==> src/rtl/iomem_arbiter.sv <==
// Two-master arbiter for the memory-mapped I/O slave port: registered issue,
// vblank-biased priority for the frame-copy engine, in-order read return.
module iomem_arbiter #(
  parameter int ADDR_W    = 32,
  parameter int DATA_W    = 32,
  parameter int READ_LAT  = 1,
  parameter int MAX_BURST = 4
) (
  input  logic              clk,
  input  logic              rst,
  input  logic              vblank,
  input  logic              m0_req,
  input  logic              m0_we,
  input  logic [ADDR_W-1:0] m0_addr,
  input  logic [DATA_W-1:0] m0_wdata,
  output logic              m0_gnt,
  output logic              m0_rvalid,
  output logic [DATA_W-1:0] m0_rdata,
  input  logic              m1_req,
  input  logic              m1_we,
  input  logic [ADDR_W-1:0] m1_addr,
  input  logic [DATA_W-1:0] m1_wdata,
  output logic              m1_gnt,
  output logic              m1_rvalid,
  output logic [DATA_W-1:0] m1_rdata,
  output logic              s_we,
  output logic [ADDR_W-1:0] s_address,
  output logic [DATA_W-1:0] s_wdata,
  input  logic [DATA_W-1:0] s_rdata
);

  typedef enum logic [1:0] {IDLE, OWN0, OWN1} state_t;

  localparam logic [3:0] MAX_B = 4'(MAX_BURST);

  state_t              state_q, state_d;
  logic                rr_ptr_q, rr_ptr_d;
  logic [3:0]          burst_cnt_q, burst_cnt_d;
  logic                gnt0, gnt1;
  logic                s_we_q;
  logic [ADDR_W-1:0]   s_address_q;
  logic [DATA_W-1:0]   s_wdata_q;
  logic [READ_LAT-1:0] tag_v0_q, tag_v1_q, tag_v0_d, tag_v1_d;
  logic [DATA_W-1:0]   rdata0_q, rdata1_q;
  logic                rd0_v0, rd0_v1;

  always_comb begin
    gnt0        = 1'b0;
    gnt1        = 1'b0;
    rr_ptr_d    = rr_ptr_q;
    burst_cnt_d = burst_cnt_q;
    if (m0_req && m1_req) begin
      if (vblank) begin
        if (burst_cnt_q < MAX_B) gnt1 = 1'b1;
        else                     gnt0 = 1'b1;
      end else begin
        gnt0     = ~rr_ptr_q;
        gnt1     = rr_ptr_q;
        rr_ptr_d = ~rr_ptr_q;
      end
    end else begin
      gnt0 = m0_req;
      gnt1 = m1_req;
    end
    if (!vblank || !m0_req || gnt0)
      burst_cnt_d = 4'd0;
    else if (gnt1 && burst_cnt_q < MAX_B)
      burst_cnt_d = burst_cnt_q + 4'd1;
    state_d = gnt0 ? OWN0 : (gnt1 ? OWN1 : IDLE);
  end

  // The owner state plus the registered write flag form stage 0 of the read-tag
  // pipeline; per-master one-hot shift registers carry the remaining stages.
  assign rd0_v0   = (state_q == OWN0) && !s_we_q;
  assign rd0_v1   = (state_q == OWN1) && !s_we_q;
  assign tag_v0_d = (tag_v0_q << 1) | READ_LAT'(rd0_v0);
  assign tag_v1_d = (tag_v1_q << 1) | READ_LAT'(rd0_v1);

  always_ff @(posedge clk or negedge rst) begin
    if (!rst) begin
      state_q     <= IDLE;
      rr_ptr_q    <= 1'b0;
      burst_cnt_q <= 4'd0;
      s_we_q      <= 1'b0;
      s_address_q <= '0;
      s_wdata_q   <= '0;
      tag_v0_q    <= '0;
      tag_v1_q    <= '0;
      rdata0_q    <= '0;
      rdata1_q    <= '0;
    end else begin
      state_q     <= state_d;
      rr_ptr_q    <= rr_ptr_d;
      burst_cnt_q <= burst_cnt_d;
      tag_v0_q    <= tag_v0_d;
      tag_v1_q    <= tag_v1_d;
      if (gnt0) begin
        s_we_q      <= m0_we;
        s_address_q <= m0_addr;
        s_wdata_q   <= m0_wdata;
      end else if (gnt1) begin
        s_we_q      <= m1_we;
        s_address_q <= m1_addr;
        s_wdata_q   <= m1_wdata;
      end else begin
        s_we_q      <= 1'b0;
      end
      if (tag_v0_d[READ_LAT-1]) rdata0_q <= s_rdata;
      if (tag_v1_d[READ_LAT-1]) rdata1_q <= s_rdata;
    end
  end

  // Grants are suppressed while reset is held so nothing is accepted then.
  assign m0_gnt    = gnt0 & rst;
  assign m1_gnt    = gnt1 & rst;
  assign m0_rvalid = tag_v0_q[READ_LAT-1];
  assign m1_rvalid = tag_v1_q[READ_LAT-1];
  assign m0_rdata  = rdata0_q;
  assign m1_rdata  = rdata1_q;
  assign s_we      = s_we_q;
  assign s_address = s_address_q;
  assign s_wdata   = s_wdata_q;

endmodule

==> config.mk <==
export PLATFORM = sky130hd
export DESIGN_NAME = iomem_arbiter
export DESIGN_NICKNAME = d
export VERILOG_FILES = /design/src/rtl/iomem_arbiter.sv
export SDC_FILE = /design/constraint.sdc
export NUM_CORES = 1
export LEC_CHECK = 0
export CAP_MARGIN = 20
export CORE_MARGIN = 3
export CORE_UTILIZATION = 44
export DETAILED_ROUTE_END_ITERATION = 16
export PLACE_DENSITY = 0.84
export SLEW_MARGIN = 25
export SYNTH_ARGS = -nofsm -noshare
export SYNTH_HDL_FRONTEND = slang
export SYNTH_SLANG_ARGS = --single-unit
==> constraint.sdc <==
create_clock -name clk -period 4.7 [get_ports clk]
set_clock_uncertainty 0.1 [all_clocks]
set_input_delay 0.47 -clock clk [delete_from_list [all_inputs] [get_ports clk]]
set_output_delay 0.47 -clock clk [all_outputs]
set_load 0.05 [all_outputs]
Yosys cells after proc, flatten, opt, wreduce, memory -nomap -nowiden
Cells that the tools add are included.
- word-level logic and storage cells: 46
- output and inout bits: 133
- bits in registers: 138
- add/subtract/negate cells: 1
- bitwise logic cells: 4
- equal/unequal tests: 2
- mux-type cells: 16
- $lt $le $gt $ge: 1
- reductions and logical operators: 12
- operator list (cell ; count):
    $mux 32 ; 4
    $mux 1 ; 8
    $mux 4 ; 2
    $add 4x1->4 const B ; 1
    $logic_and 1x1->1 ; 4
    $lt 4x3->1 const B ; 1
    $mux 2 ; 2
    $reduce_bool 2->1 ; 2
    $logic_not 1->1 ; 3
    $and 1x1->1 ; 2
    $eq 2x1->1 const B ; 1
    $eq 2x2->1 const B ; 1
    $logic_or 1x1->1 ; 2
    $not 1->1 ; 2
    $reduce_and 2->1 ; 1

Depth between registers and ports, before layout
- depth in word-level cells: 7
- gate-level depth with buffers: 7
- depth with buffers taken out: 4

Worst setup path before layout
OpenSTA, ideal clock, no wires.
- kind: input to output
- from: in m1_req
- to: out m0_gnt
- stages on the path: 7
- buffers on the path: 3
- data required time: 4130 ps
- arrival: 1541 ps
- path slack: 2589 ps
- path through: buf_6 -> nand4bb_1 -> nand3_1 -> buf_6 -> buf_6 -> inv_2 -> and2_1
- longest elaborated chain between the ends: 3
- ends and longest elaborated chain (element ; line ; source):
    from (decl) ; 19 ; input logic m1_req,
    $logic_and 1x1->1 ; 52 ; if (m0_req && m1_req) begin
    $mux 1 ; 52 ;
    named net gnt0 ; 39 ; logic gnt0, gnt1;
    $and 1x1->1 ; 114 ; assign m0_gnt = gnt0 & rst;
    to (decl) ; 16 ; output logic m0_gnt,
The timed path passes the listed nets, and every way through them passes these cells.

Worst setup path in the final report
- from: in rst
- to: out m1_gnt
- longest elaborated chain between the ends: 1
- ends and longest elaborated chain (element ; line ; source):
    from (decl) ; 10 ; input logic rst,
    $and 1x1->1 ; 115 ; assign m1_gnt = gnt1 & rst;
    to (decl) ; 23 ; output logic m1_gnt,
No other way between the ends.

==> Implementation_results.wiki <==
{| class="wikitable"
! Metric !! Value
|-
| Setup total negative slack || 0 ns
|-
| Post-synthesis sequential element count || 138
|-
| # port buffers || ~300
|-
| Vias after detailed routing || ~4.4k
|-
| NumNets Final || 847
|-
| Num rows || 42
|-
| Final estimated routing congestion in global placement || 0.756
|-
| Max_slew headroom || 39.9%
|-
| Setup slack of the most critical reg-to-reg path || 2.65 ns
|-
| Category of cells accounting for the largest share of critical-path delay || buffers and inverters
|-
| CP arrival || 2.55 ns
|-
| Classification of the worst-slack hold path || reg2reg
|-
| Tightest Pin Transition || 0.902 ns
|-
| Net switching fraction of the power || 38.7%
|-
| Pwr Density || between 500 and 600 nW/um^2
|-
| Cells after synthesis || between 300 and 400
|-
| Worst Setup End Kind || primary output
|-
| Post-place instance area || approximately 9200 um^2
|-
| Final Critical Period || 3.12 ns
|-
| Synth cell types || 23
|-
| Endpoint of the worst-slack reg-to-reg timing path || s_wdata[23]
|-
| Count of final max-slew check failures || 0
|-
| Summed area of non-filler cells in the final layout || 9890 um^2
|-
| Beginning of the critical path || rst
|-
| Critical path's slowest cell || sky130_fd_sc_hd__clkdlybuf4s50_1
|-
| Part of the Yosys area used for sequential elements || 56.3%
|-
| Xor/xnor share of the synthesized area || 0.143%
|-
| Starting DRT DRC Count || 223
|-
| Maximum root-to-sink buffer count || 2
|-
| Top FF cell, synth || sky130_fd_sc_hd__dfrtp_1
|-
| Count of antenna diodes in the layout || 0
|-
| Unrepaired setup endpoints after global routing || no
|-
| Later-pin clock latency in the skew report || 0.41 ns
|-
| Switching power || 2.14 mW
|-
| Largest area contributor in the netlist || sky130_fd_sc_hd__dfrtp_1
|-
| WP depth || 4
|-
| Routed Antenna Nets || 0
|-
| CTS H-tree lvls || 4
|-
| Drt pass-1 iters || 4
|-
| Post-CTS Setup Inserts || 0
|-
| Cells on worst reg2reg path || 4
|-
| Final worst-path cycle share || between 60% and 70%
|-
| Max rail drop VDD || 0.247 mV
|-
| Remaining global-route overflow || 0
|-
| Syn_area_per_cell || 16.3 um^2
|-
| DIE AREA || 15,400 um^2
|-
| Share of the core filled with cells in the final layout || 73.5%
|-
| Main combinational cell family by area after synthesis || multiplexers
|-
| Number of antenna violations at the first check in global routing || 1
|-
| Area fraction in compound gates after synthesis || less than 1%
|-
| CP bufs+invs || 3
|-
| Asr flop ratio synth || 100%
|-
| End point of the critical path || m1_gnt
|-
| Power Internal || ~3.4 mW
|-
| Result of the run || complete, no violations
|-
| Mux contribution to synthesized area || 38.2%
|-
| Crit-path max cell delay || 0.80 ns
|-
| Maximum number of pins on one net before global-route repair || 82
|-
| Placed instance count || between 800 and 900
|-
| Total of cells resized after clock tree synthesis || 0
|-
| Area share of fa/ha/maj cells after synthesis || 0.204%
|-
| Top-area cell type share of the netlist area || 56.3%
|-
| Net count of the mapped netlist || 544
|-
| Setup crit start kind || input port
|-
| Fraction of final layout cells with drive strength greater than 1 || 34.0%
|-
| Simple-Gate Fraction of Synth Area || 1.67%
|-
| Clock Power Share || 25.8%
|-
| Clock sink count || 138
|-
| Effective utilization at floorplan || 45.6%
|-
| Core region area || 13,500 um^2
|-
| Combinational group share of total power || 44.1%
|-
| Most common cell after layout, fill and taps aside || sky130_fd_sc_hd__clkdlybuf4s50_1
|-
| Detail-routed via count per cell || 5.05
|-
| Global-route wire length before repair || 26.0 mm
|-
| Clock tree root driver cell || sky130_fd_sc_hd__clkbuf_16
|-
| Hold buffers post-CTS || 1
|-
| Post-synth EDFFs || 0
|-
| Worst path required time || 4.13 ns
|-
| Die height || 124 um
|-
| Vias in the first global route || 4,821
|-
| Post-route DRC violation count || 0
|-
| Worst path cell trace || dlygate4sd3_1 -> buf_6 -> and3_1 -> clkdlybuf4s50_1
|-
| Top post-synthesis cells by area || sky130_fd_sc_hd__dfrtp_1 56%, sky130_fd_sc_hd__mux2_2 26%, sky130_fd_sc_hd__mux2_4 12%, sky130_fd_sc_hd__buf_6 1.7%, sky130_fd_sc_hd__buf_4 0.73%
|-
| GRT Resource Usage Total || 22.5%
|-
| Mean routed wirelength per cell || 20.1 um
|-
| Clock-pin slew on the worst setup and hold paths || 0.05 ns
|-
| Highest attainable clock frequency || 321 MHz
|-
| Worst reg2reg path startpoint || burst_cnt_q[3]
|-
| Part of the power in registers || between 30% and 40%
|-
| Final Hold Slack || between 0.3 and 0.4 ns
|-
| Horizontal die dimension || 124 um
|-
| Static Leakage || 4.18 nW
|-
| Number of endpoints with negative hold slack in the final report || 0
|-
| Maximum fanout encountered on the critical timing path || 60
|-
| Maximum Capacitance Violations || 0
|-
| Mapped Area || between 6000 and 7000 um^2
|-
| Synthesis-to-layout area growth || 61.2%
|-
| Number of clock buffers inserted by TritonCTS || 17
|-
| Synth Warn # || 0
|-
| Number of setup violations in the final report || 0
|-
| Final non-filler cell total || roughly 870
|-
| Final wirelength || 17.5 mm
|-
| TritonCTS clock tree || built
|-
| Commonest cells after routing, fill and taps aside || 297 x sky130_fd_sc_hd__clkdlybuf4s50_1, 143 x sky130_fd_sc_hd__mux2_2, 138 x sky130_fd_sc_hd__dfrtp_1
|-
| Sum of net half-perimeters after detailed placement || 13.0 mm
|-
| Worst Setup Path Type || in2out
|-
| Io pins || 300
|}
-- per-layer routing --
layer / vias to the layer above / part of all wire (%) / global-route usage, %
met5: - / 0.080 / 0
li1: 1949 / - / -
met1: 2172 / 34 / 23.1
met3: 43 / 9.3 / 8.49
met4: 2 / 2.8 / 9.45
met2: 219 / 54 / 40.7
-- worst register-to-register path: stages (launching register included) --
cell                        delay (ns)
sky130_fd_sc_hd__dfrtp_1          0.38
sky130_fd_sc_hd__nand4bb_1        0.25
sky130_fd_sc_hd__nand3_4          0.14
sky130_fd_sc_hd__buf_6            0.58
sky130_fd_sc_hd__mux2_2           0.49
-- state kept, by name (all words and copies together), names as in the netlist --
register / count
m1_rvalid: 1
s_we: 1
rr_ptr_q: 1
state_q: 2
m0_rdata: 32
m0_rvalid: 1
burst_cnt_q: 4
s_wdata: 32
m1_rdata: 32
s_address: 32
-- kinds of logic after synthesis --
group,Yosys count
AO/OA/AOI/OAI,2
XOR/XNOR,1
adder cells (fa/ha/maj),1
buffers and inverters,25
flip-flops,138
multiplexers,192
other,1
AND/OR/NAND/NOR,16
-- cell usage after synthesis, types with 2 or more instances --
cell	n
sky130_fd_sc_hd__buf_2	6
sky130_fd_sc_hd__nor2_1	5
sky130_fd_sc_hd__buf_4	6
sky130_fd_sc_hd__and2_1	2
sky130_fd_sc_hd__mux2_2	143
sky130_fd_sc_hd__buf_6	9
sky130_fd_sc_hd__inv_1	3
sky130_fd_sc_hd__nor3b_2	2
sky130_fd_sc_hd__dfrtp_1	138
sky130_fd_sc_hd__mux2_4	49
-- stage by stage --
stage,setup slack (ns),power [mW]
detailed placement,1.79,4.14
CTS,1.56,5.59
global route,1.46,5.75
finish,1.58,5.54
global placement,1.87,4.09
floorplan,2.59,3.22
-- layout make-up --
class | count | area, um^2
inverter | 4 | 15.0
multi-input combinational | 213 | 2520
fill | 893 | 3560
sequential | 138 | 3450
clock buffer | 19 | 453
tap | 176 | 220
clock inverter | 13 | 190
timing repair buffer | 305 | 3040
-- power by group through the flow --
| stage | logic [mW] | registers (mW) | clock network [mW] |
|---|---|---|---|
| 6_report | 2.44 | 1.67 | 1.43 |
| 2_1_floorplan | 0.502 | 2.72 | 0 |
| 3_3_place_gp | 2.42 | 1.67 | 0 |
| 3_5_place_dp | 2.45 | 1.69 | 0 |
| 4_1_cts | 2.46 | 1.67 | 1.45 |
| 5_1_grt | 2.53 | 1.71 | 1.51 |
-- worst min path at each step --
stage	from	endpoint	slack, ns	depth (start not counted)
global placement	burst_cnt_q[0]	burst_cnt_q[0]	0.32	1
floorplan	rst	burst_cnt_q[0]	0.07	0
global route	burst_cnt_q[0]	burst_cnt_q[0]	0.34	1
finish	burst_cnt_q[0]	burst_cnt_q[0]	0.34	1
CTS	burst_cnt_q[0]	burst_cnt_q[0]	0.34	1
detailed placement	burst_cnt_q[0]	burst_cnt_q[0]	0.33	1
Note: power is estimated with default switching activity, not from simulation.
